==> config.mk <==
export PLATFORM = sky130hd
export DESIGN_NAME = kernel_mem_ctrl
export DESIGN_NICKNAME = d
export VERILOG_FILES = /design/src/rtl/kernel_mem_ctrl.sv
export SDC_FILE = /design/constraint.sdc
export NUM_CORES = 1
export LEC_CHECK = 0
export CELL_PAD_IN_SITES_DETAIL_PLACEMENT = 1
export CELL_PAD_IN_SITES_GLOBAL_PLACEMENT = 1
export CORE_MARGIN = 4
export CORE_UTILIZATION = 32
export CTS_CLUSTER_SIZE = 14
export DETAILED_ROUTE_END_ITERATION = 10
export GPL_TIMING_DRIVEN = 0
export HOLD_SLACK_MARGIN = 0.12
export MAX_ROUTING_LAYER = met4
export PLACE_DENSITY = 0.9
export SYNTH_ARGS = -nofsm -noshare
export SYNTH_HDL_FRONTEND = slang
export SYNTH_SLANG_ARGS = --single-unit
==> constraint.sdc <==
create_clock -name i_clock -period 4.5 [get_ports i_clock]
set_clock_uncertainty 0.1 [all_clocks]
set_input_delay 0.9 -clock i_clock [delete_from_list [all_inputs] [get_ports i_clock]]
set_output_delay 0.9 -clock i_clock [all_outputs]
set_load 0.1 [all_outputs]
==> src/rtl/kernel_mem_ctrl.sv <==
// Sequencer for the banked kernel weight store: scatters a weight stream round-robin
// over the banks (LOAD) or sweeps all banks in lock-step and flags returning words (READ).
module kernel_mem_ctrl #(
   parameter int KERNEL_BRAM_NUM           = 4,
   parameter int KERNEL_BRAM_ADDRESS_WIDTH = 16,
   parameter int DATA_WIDTH                = 32,
   parameter int BRAM_READ_LATENCY         = 2
) (
   input  logic                                              i_clock,
   input  logic                                              i_reset,
   input  logic                                              i_load_start,
   input  logic                                              i_read_start,
   input  logic [KERNEL_BRAM_ADDRESS_WIDTH-1:0]              i_len,
   input  logic [DATA_WIDTH-1:0]                             i_s_data,
   input  logic                                              i_s_valid,
   output logic                                              o_s_ready,
   output logic [KERNEL_BRAM_NUM-1:0]                        o_enable,
   output logic [KERNEL_BRAM_NUM-1:0]                        o_wenable,
   output logic [KERNEL_BRAM_NUM*KERNEL_BRAM_ADDRESS_WIDTH-1:0] o_waddress,
   output logic [DATA_WIDTH-1:0]                             o_bram_data,
   output logic [KERNEL_BRAM_NUM-1:0]                        o_renable,
   output logic [KERNEL_BRAM_NUM*KERNEL_BRAM_ADDRESS_WIDTH-1:0] o_raddress,
   output logic                                              o_rd_valid,
   output logic                                              o_rd_last,
   output logic                                              o_busy,
   output logic                                              o_load_done,
   output logic                                              o_read_done
);

   localparam int N   = KERNEL_BRAM_NUM;
   localparam int AW  = KERNEL_BRAM_ADDRESS_WIDTH;
   localparam int DW  = DATA_WIDTH;
   localparam int LAT = BRAM_READ_LATENCY;
   localparam int BW  = (N > 1) ? $clog2(N) : 1;

   typedef enum logic [1:0] {IDLE, LOAD, READ, DRAIN} state_t;

   state_t          state_q, state_d;
   logic [AW-1:0]   len_q, len_d;
   logic [BW-1:0]   bank_q, bank_d;
   logic [AW-1:0]   wcnt_q, wcnt_d;
   logic            s_ready_q, s_ready_d;
   logic [N-1:0]    wen_q, wen_d;
   logic [AW-1:0]   waddr_q, waddr_d;
   logic [DW-1:0]   bdata_q, bdata_d;
   logic            ren_q, ren_d;
   logic [AW-1:0]   raddr_q, raddr_d;
   logic [LAT-1:0]  rvld_pipe_q, rvld_pipe_d;
   logic [LAT-1:0]  rlast_pipe_q, rlast_pipe_d;
   logic            load_done_q, load_done_d;
   logic            rzero_done_q, rzero_done_d;

   logic            last_raddr;
   logic            last_word;

   assign last_raddr = (raddr_q == len_q - AW'(1));
   // Word count N*len is tracked as (address, bank) so it never needs AW+log2(N) bits.
   assign last_word  = (bank_q == BW'(N - 1)) && (wcnt_q == len_q - AW'(1));

   always_comb begin
      state_d      = state_q;
      len_d        = len_q;
      bank_d       = bank_q;
      wcnt_d       = wcnt_q;
      s_ready_d    = s_ready_q;
      wen_d        = '0;
      waddr_d      = waddr_q;
      bdata_d      = bdata_q;
      ren_d        = ren_q;
      raddr_d      = raddr_q;
      load_done_d  = 1'b0;
      rzero_done_d = 1'b0;
      // Read-valid and last flags ride a shift register matching the BRAM latency.
      rvld_pipe_d  = (rvld_pipe_q << 1) | LAT'(ren_q);
      rlast_pipe_d = (rlast_pipe_q << 1) | LAT'(ren_q && last_raddr);

      case (state_q)
         IDLE: begin
            if (i_load_start) begin
               len_d  = i_len;
               bank_d = '0;
               wcnt_d = '0;
               if (i_len == '0) begin
                  load_done_d = 1'b1;
               end else begin
                  state_d   = LOAD;
                  s_ready_d = 1'b1;
               end
            end else if (i_read_start) begin
               len_d = i_len;
               if (i_len == '0) begin
                  rzero_done_d = 1'b1;
               end else begin
                  state_d = READ;
                  ren_d   = 1'b1;
                  raddr_d = '0;
               end
            end
         end
         LOAD: begin
            if (i_s_valid && s_ready_q) begin
               wen_d[bank_q] = 1'b1;
               waddr_d       = wcnt_q;
               bdata_d       = i_s_data;
               if (bank_q == BW'(N - 1)) begin
                  bank_d = '0;
                  wcnt_d = wcnt_q + AW'(1);
               end else begin
                  bank_d = bank_q + BW'(1);
               end
               if (last_word) begin
                  s_ready_d   = 1'b0;
                  load_done_d = 1'b1;
                  state_d     = IDLE;
               end
            end
         end
         READ: begin
            if (last_raddr) begin
               ren_d   = 1'b0;
               raddr_d = '0;
               state_d = DRAIN;
            end else begin
               raddr_d = raddr_q + AW'(1);
            end
         end
         DRAIN: begin
            if (rlast_pipe_q[LAT-1]) begin
               state_d = IDLE;
            end
         end
         default: state_d = IDLE;
      endcase
   end

   always_ff @(posedge i_clock) begin
      if (i_reset) begin
         state_q      <= IDLE;
         len_q        <= '0;
         bank_q       <= '0;
         wcnt_q       <= '0;
         s_ready_q    <= 1'b0;
         wen_q        <= '0;
         waddr_q      <= '0;
         bdata_q      <= '0;
         ren_q        <= 1'b0;
         raddr_q      <= '0;
         rvld_pipe_q  <= '0;
         rlast_pipe_q <= '0;
         load_done_q  <= 1'b0;
         rzero_done_q <= 1'b0;
      end else begin
         state_q      <= state_d;
         len_q        <= len_d;
         bank_q       <= bank_d;
         wcnt_q       <= wcnt_d;
         s_ready_q    <= s_ready_d;
         wen_q        <= wen_d;
         waddr_q      <= waddr_d;
         bdata_q      <= bdata_d;
         ren_q        <= ren_d;
         raddr_q      <= raddr_d;
         rvld_pipe_q  <= rvld_pipe_d;
         rlast_pipe_q <= rlast_pipe_d;
         load_done_q  <= load_done_d;
         rzero_done_q <= rzero_done_d;
      end
   end

   assign o_s_ready   = s_ready_q;
   assign o_enable    = wen_q;
   assign o_wenable   = wen_q;
   assign o_waddress  = {N{waddr_q}};
   assign o_bram_data = bdata_q;
   assign o_renable   = {N{ren_q}};
   assign o_raddress  = {N{raddr_q}};
   assign o_rd_valid  = rvld_pipe_q[LAT-1];
   assign o_rd_last   = rlast_pipe_q[LAT-1];
   assign o_busy      = (state_q != IDLE);
   assign o_load_done = load_done_q;
   // A zero-length read finishes without a sweep, so its done pulse bypasses the pipe.
   assign o_read_done = rlast_pipe_q[LAT-1] | rzero_done_q;

endmodule
[After elaboration in Yosys (flattened, before gate mapping)]
Index checks and enable logic that the tools add are counted.
Word-level totals
  memory bits (writable): 0
  memories: 0
  input bits: 53
  logic and storage cells: 103
  latch bits: 0
  register bits: 112
  output and inout port bits: 178
  memory bits (read-only): 0
Cells by class
  magnitude comparators: 2
  $add $sub $neg: 4
  shifts and indexed selects: 0
  multipliers: 0
  bitwise logic cells: 7
  reductions and logical operators: 20
  equal/unequal tests: 16
  mux-type cells: 40
  divide/modulo/power cells: 0
Operators with widths (count)
  16-bit two-way mux: 9
  16-bit one-hot mux with 2 select lines: 2
  16-bit by 1-bit adder with 16-bit output (second input constant): 2
  16-bit == test: 2
  2-bit two-way mux: 11
  2-bit inequality test (second input constant): 9
  16-bit logical NOT: 1
  16-bit by 1-bit subtractor with 16-bit output (second input constant): 1
  1-bit two-way mux: 12
  5-bit AND reduction: 2
  2-bit one-hot mux with 4 select lines: 1
  4-bit AND reduction: 2
  2-bit nonzero test: 4
  2-bit == test (second input constant): 3
  1-bit one-hot mux with 2 select lines: 3
  6-bit AND reduction: 1
  1-bit logical AND: 4
  1-bit inverter: 4
  2-bit by 1-bit bitwise OR with 2-bit output: 2
  2-bit one-hot mux with 2 select lines: 1
  2-bit AND reduction: 2
  4-bit OR reduction: 1
  2-bit by 3-bit < comparator with 1-bit output (second input constant): 1
  3-bit inequality test (second input constant): 1
  8 further kinds: 8

[Logic depth before layout (Yosys ltp)]
  depth after elaboration: 6
  gate-level depth with buffers: 12
  gate-level depth less buffers: 9

[Worst setup path after synthesis]
OpenSTA, ideal clock, no wires.
  path kind: register -> register
  start: register raddr_q[11]
  end: register raddr_q[10]
  setup time: 0.130 ns
  setup slack: 1.180 ns
  required time: 4.270 ns
  stages on the path, launching flop included: 8
  arrival: 3.090 ns
  path through: dfxtp_1 -> xnor2_1 -> xor2_1 -> o31a_1 -> or4b_2 -> nor4_4 -> buf_6 -> nor3_1
On the way
  word-level cells in the longest chain between the ends: 3
Ends and longest elaborated chain
  from (decl): RTL line 47  | logic [AW-1:0] raddr_q, raddr_d;
  from (signal assigned): RTL line 162  | raddr_q <= raddr_d;
  16-bit == test: RTL line 56  | assign last_raddr = (raddr_q == len_q - AW'(1));
  16-bit two-way mux: RTL line 119  | if (last_raddr) begin
  16-bit one-hot mux with 2 select lines: RTL line 77  | case (state_q)
No other way between the ends.
A chain may end at the register's enable or synchronous reset.

[Worst setup path in the final report]
  start: register state_q[0]
  end: output o_busy
On the way
  word-level cells in the longest chain between the ends: 1
Ends and longest elaborated chain
  from (decl): RTL line 38  | state_t state_q, state_d;
  from (signal assigned): RTL line 153  | state_q <= state_d;
  2-bit nonzero test: RTL line 179  | assign o_busy = (state_q != IDLE);
  to (decl): RTL line 25  | output logic o_busy,
No other way between the ends.

==> impl_metrics.py <==
metrics = {
    "layout": {
        "fin_util_pct": 48.4,
        "final_common_cell": "clkdlybuf4s50_1",
        "area_delta_synth_final_pct": 46.7,
        "antenna_cells": 0,
        "fill_cells": 2337,
        "drive_gt1_share_pct": 13.5,
        "layout_common_cells": "clkdlybuf4s50_1 (230), nand2_1 (150), dfxtp_1 (112)",
        "fin_nets": 1100,
    },
    "global_routing": {
        "grt_pass1_wl_mm": 35.0,
        "grt_pass1_vias": 6564,
        "grt_usage_pct": 20.2,
        "grt_use_met2_pct": 35.5,
        "use_met3_pct": 3.43,
        "top_usage_layer": "met2",
        "grt_max_degree": 19,
        "grtUsageMet1_pct": 23.2,
        "grt_antenna_before_repair": 0,
        "grt_overflow_total": 0,
    },
    "cts": {
        "cts_htree_levels": 3,
        "clkLatencyLatePin_ns": 0.36,
        "cts.sinks": 112,
        "cts_resized": 0,
        "clk_pin_slew_worst_paths_ns": 0.07,
        "cts_root_buf": "clkbuf_16",
        "cts_tree": "yes",
        "postCtsSetupBuffers": 0,
        "cts_hold_buffers": 0,
        "clk_path_buf_depth": 2,
        "cts_made_buffers": 9,
    },
    "hold_path": {
        "hold_depth": 1,
        "worstHoldStart": "rlast_pipe_q[0]",
        "hp-class": "flip-flop to flip-flop",
        "min_to": "rlast_pipe_q[1]",
    },
    "die": {
        "fp.dieW_um": 148,
        "io_pins": 231,
        "initial_core_util_pct": 33.0,
        "num_rows": 50,
        "core_mm2": 0.0190,
        "dieArea_mm2": 0.0219,
        "die_h_um": 148,
    },
    "critical_path": {
        "crit_path_top_delay_cell": "clkdlybuf4s50_1",
        "r2r_setup_slack_ns": 0.85,
        "r2r_start": "len_q[0]",
        "critPathKind": "flip-flop to output pin",
        "start_kind": "flip-flop",
        "critical_path_peak_fanout": 10,
        "worstPathCellList": "clkbuf_1 > nor2_1 > inv_1 > clkdlybuf4s50_1",
        "cp_data_arrival_time_ns": 2.73,
        "worst_setup_path_end_kind": "output pin",
        "rr_worst_depth": 12,
        "worstPathRequired_ns": 3.50,
        "worstReg2RegEnd": "raddr_q[7]",
        "max_stage_delay_ns": 1.18,
    },
    "synthesis": {
        "async_reset_ff_share_pct": 0,
        "ys.flop_type": "dfxtp_1",
        "synth_cell_types": 56,
        "synth_area_mm2": 0.00627,
        "synth_top_area_cell": "dfxtp_1",
        "synth_nets": 859,
        "synthTopCellsByArea": "dfxtp_1 (36%), buf_4 (13%), nand2_1 (9.0%)",
        "synth-seq-cells": 112,
        "yosys_warnings": 0,
        "synth_edf_count": 0,
        "syn_area_per_cell_um2": 7.85,
        "syn_inst": 799,
        "ys_seq_area_share_pct": 35.7,
        "synth_top_area_share_pct": 35.7,
    },
    "sta": {
        "post-route-period-util_pct": 82.8,
        "setup_slack_ns": 0.773,
        "maxSlewHeadroom_pct": 10.6,
        "tightest_slew_ns": 1.32,
        "finalSetupTns_ns": 0,
        "period_minus_slack_ns": 3.73,
        "rsz0062_at_grt": "false",
        "whs_ns": 0.347,
        "finalSetupViolations": 0,
        "max_freq_mhz": 268,
        "final-max-slew-violation-count": 0,
        "hold_viol_final": 0,
    },
    "drt": {
        "drt-initial-drc-count": 319,
        "postRouteAntennaNets": 0,
        "vias_per_cell": 4.91,
        "routed_wl_mm": 22.0,
        "drcViolationCount": 0,
        "drtPass1Iterations": 5,
        "num_vias": 6408,
        "wl_per_cell_um": 16.8,
    },
    "job": {
        "cap_violations": 0,
    },
    "placement": {
        "port_buffers": 230,
        "globalplace.congestion": 0.910,
        "dpl.hpwl_mm": 17.5,
        "dp_slack_ns": 0.780,
    },
    "power": {
        "power.density_mw_per_mm2": 266,
        "p_leak_nw": 3.42,
        "ir_drop_mv": 0.189,
        "finalPower_mw": 2.45,
    },
    "status": {
        "outcome": "finished clean",
    },
}
==> power by group <==
part	total [mW]	leakage [nW]	internal [mW]	switching (mW)
sequential	1.03	0.906	1.01	0.0193
clock	0.826	0.149	0.449	0.376
combinational	0.588	2.36	0.207	0.381
==> cells in the mapped netlist, drive strengths merged, types with 2 or more instances <==
cell type    n
o21ai       12
xnor2       33
nand3       14
nor4b        3
nand4       21
inv         16
and2         5
and4b        2
or4b         3
nand2      151
a211o        3
clkbuf      39
a41oi        2
xor2        28
nor3        34
dfxtp      112
a31oi        5
a21oi       84
or4          4
ha           7
nand2b       7
a2111oi      3
or2          5
a211oi       3
buf        111
nand4b       2
or3          9
nor3b        4
nor2b        4
nor2        37
nor4        10
a32oi        2
o31a         2
and3         8
==> worst max-delay path by stage <==
stage	startpoint	to	cells after the start	slack [ns]
6_report	state_q[0]	o_busy	4	0.77
5_1_grt	len_q[0]	raddr_q[10]	12	0.62
4_1_cts	state_q[0]	o_busy	4	0.82
3_5_place_dp	i_load_start	raddr_q[15]	8	0.78
3_3_place_gp	i_load_start	raddr_q[15]	8	0.85
2_1_floorplan	raddr_q[11]	raddr_q[10]	7	1.18
==> metal layers <==
layer | part of all wire [%] | wire length [um] | vias up
met3 | 5.0 | 1100 | 41
met1 | 41 | 8930 | 3069
li1 | - | - | 3083
met5 | 0 | 0 | -
met4 | 2.7 | 584 | 0
met2 | 52 | 11400 | 215
==> layout make-up <==
| cell class | count | area [um^2] | share of cell area [%] |
|---|---|---|---|
| multi-input cells | 521 | 2990 | 32.5 |
| repair buffers | 230 | 2300 | 25.0 |
| flip-flops and latches | 112 | 2240 | 24.4 |
| plain buffers | 150 | 980 | 10.6 |
| well taps | 260 | 325 | 3.53 |
| clock buffers | 10 | 239 | 2.60 |
| clock inverters | 6 | 65.1 | 0.707 |
| inverters | 16 | 60.1 | 0.653 |
==> through the flow <==
stage          cell area (um^2)  instances
2_1_floorplan              6270        799
4_1_cts                    9200       1305
6_report                   9200       1305
5_1_grt                    9200       1305
3_5_place_dp               8900       1289
3_3_place_gp               8900       1289
==> flip-flops by register name, indices dropped and copies added (netlist names) <==
| register | cells |
|---|---|
| bank_q | 2 |
| raddr_q | 16 |
| len_q | 16 |
| rzero_done_q | 1 |
| o_enable | 4 |
| o_load_done | 1 |
| wcnt_q | 16 |
| rvld_pipe_q | 2 |
| waddr_q | 16 |
| ren_q | 1 |
| o_s_ready | 1 |
| rlast_pipe_q | 2 |
| o_bram_data | 32 |
| state_q | 2 |
==> logic make-up after synthesis <==
group                    share of synthesized area (%)
AO/OA/AOI/OAI                                     11.5
AND/OR/NAND/NOR                                   25.6
multiplexers                                     0.339
XOR/XNOR                                          8.88
adder cells (fa/ha/maj)                           1.40
buffers and inverters                             16.6
flip-flops                                        35.7
==> critical path: cells and delay by family (launching register included) <==
family / cells / cell delay (ns)
and+or+nand+nor: 1 / 0.20
buffers and inverters: 3 / 1.79
DFF: 1 / 0.37
No activity file was read; power rests on OpenSTA's default activity.
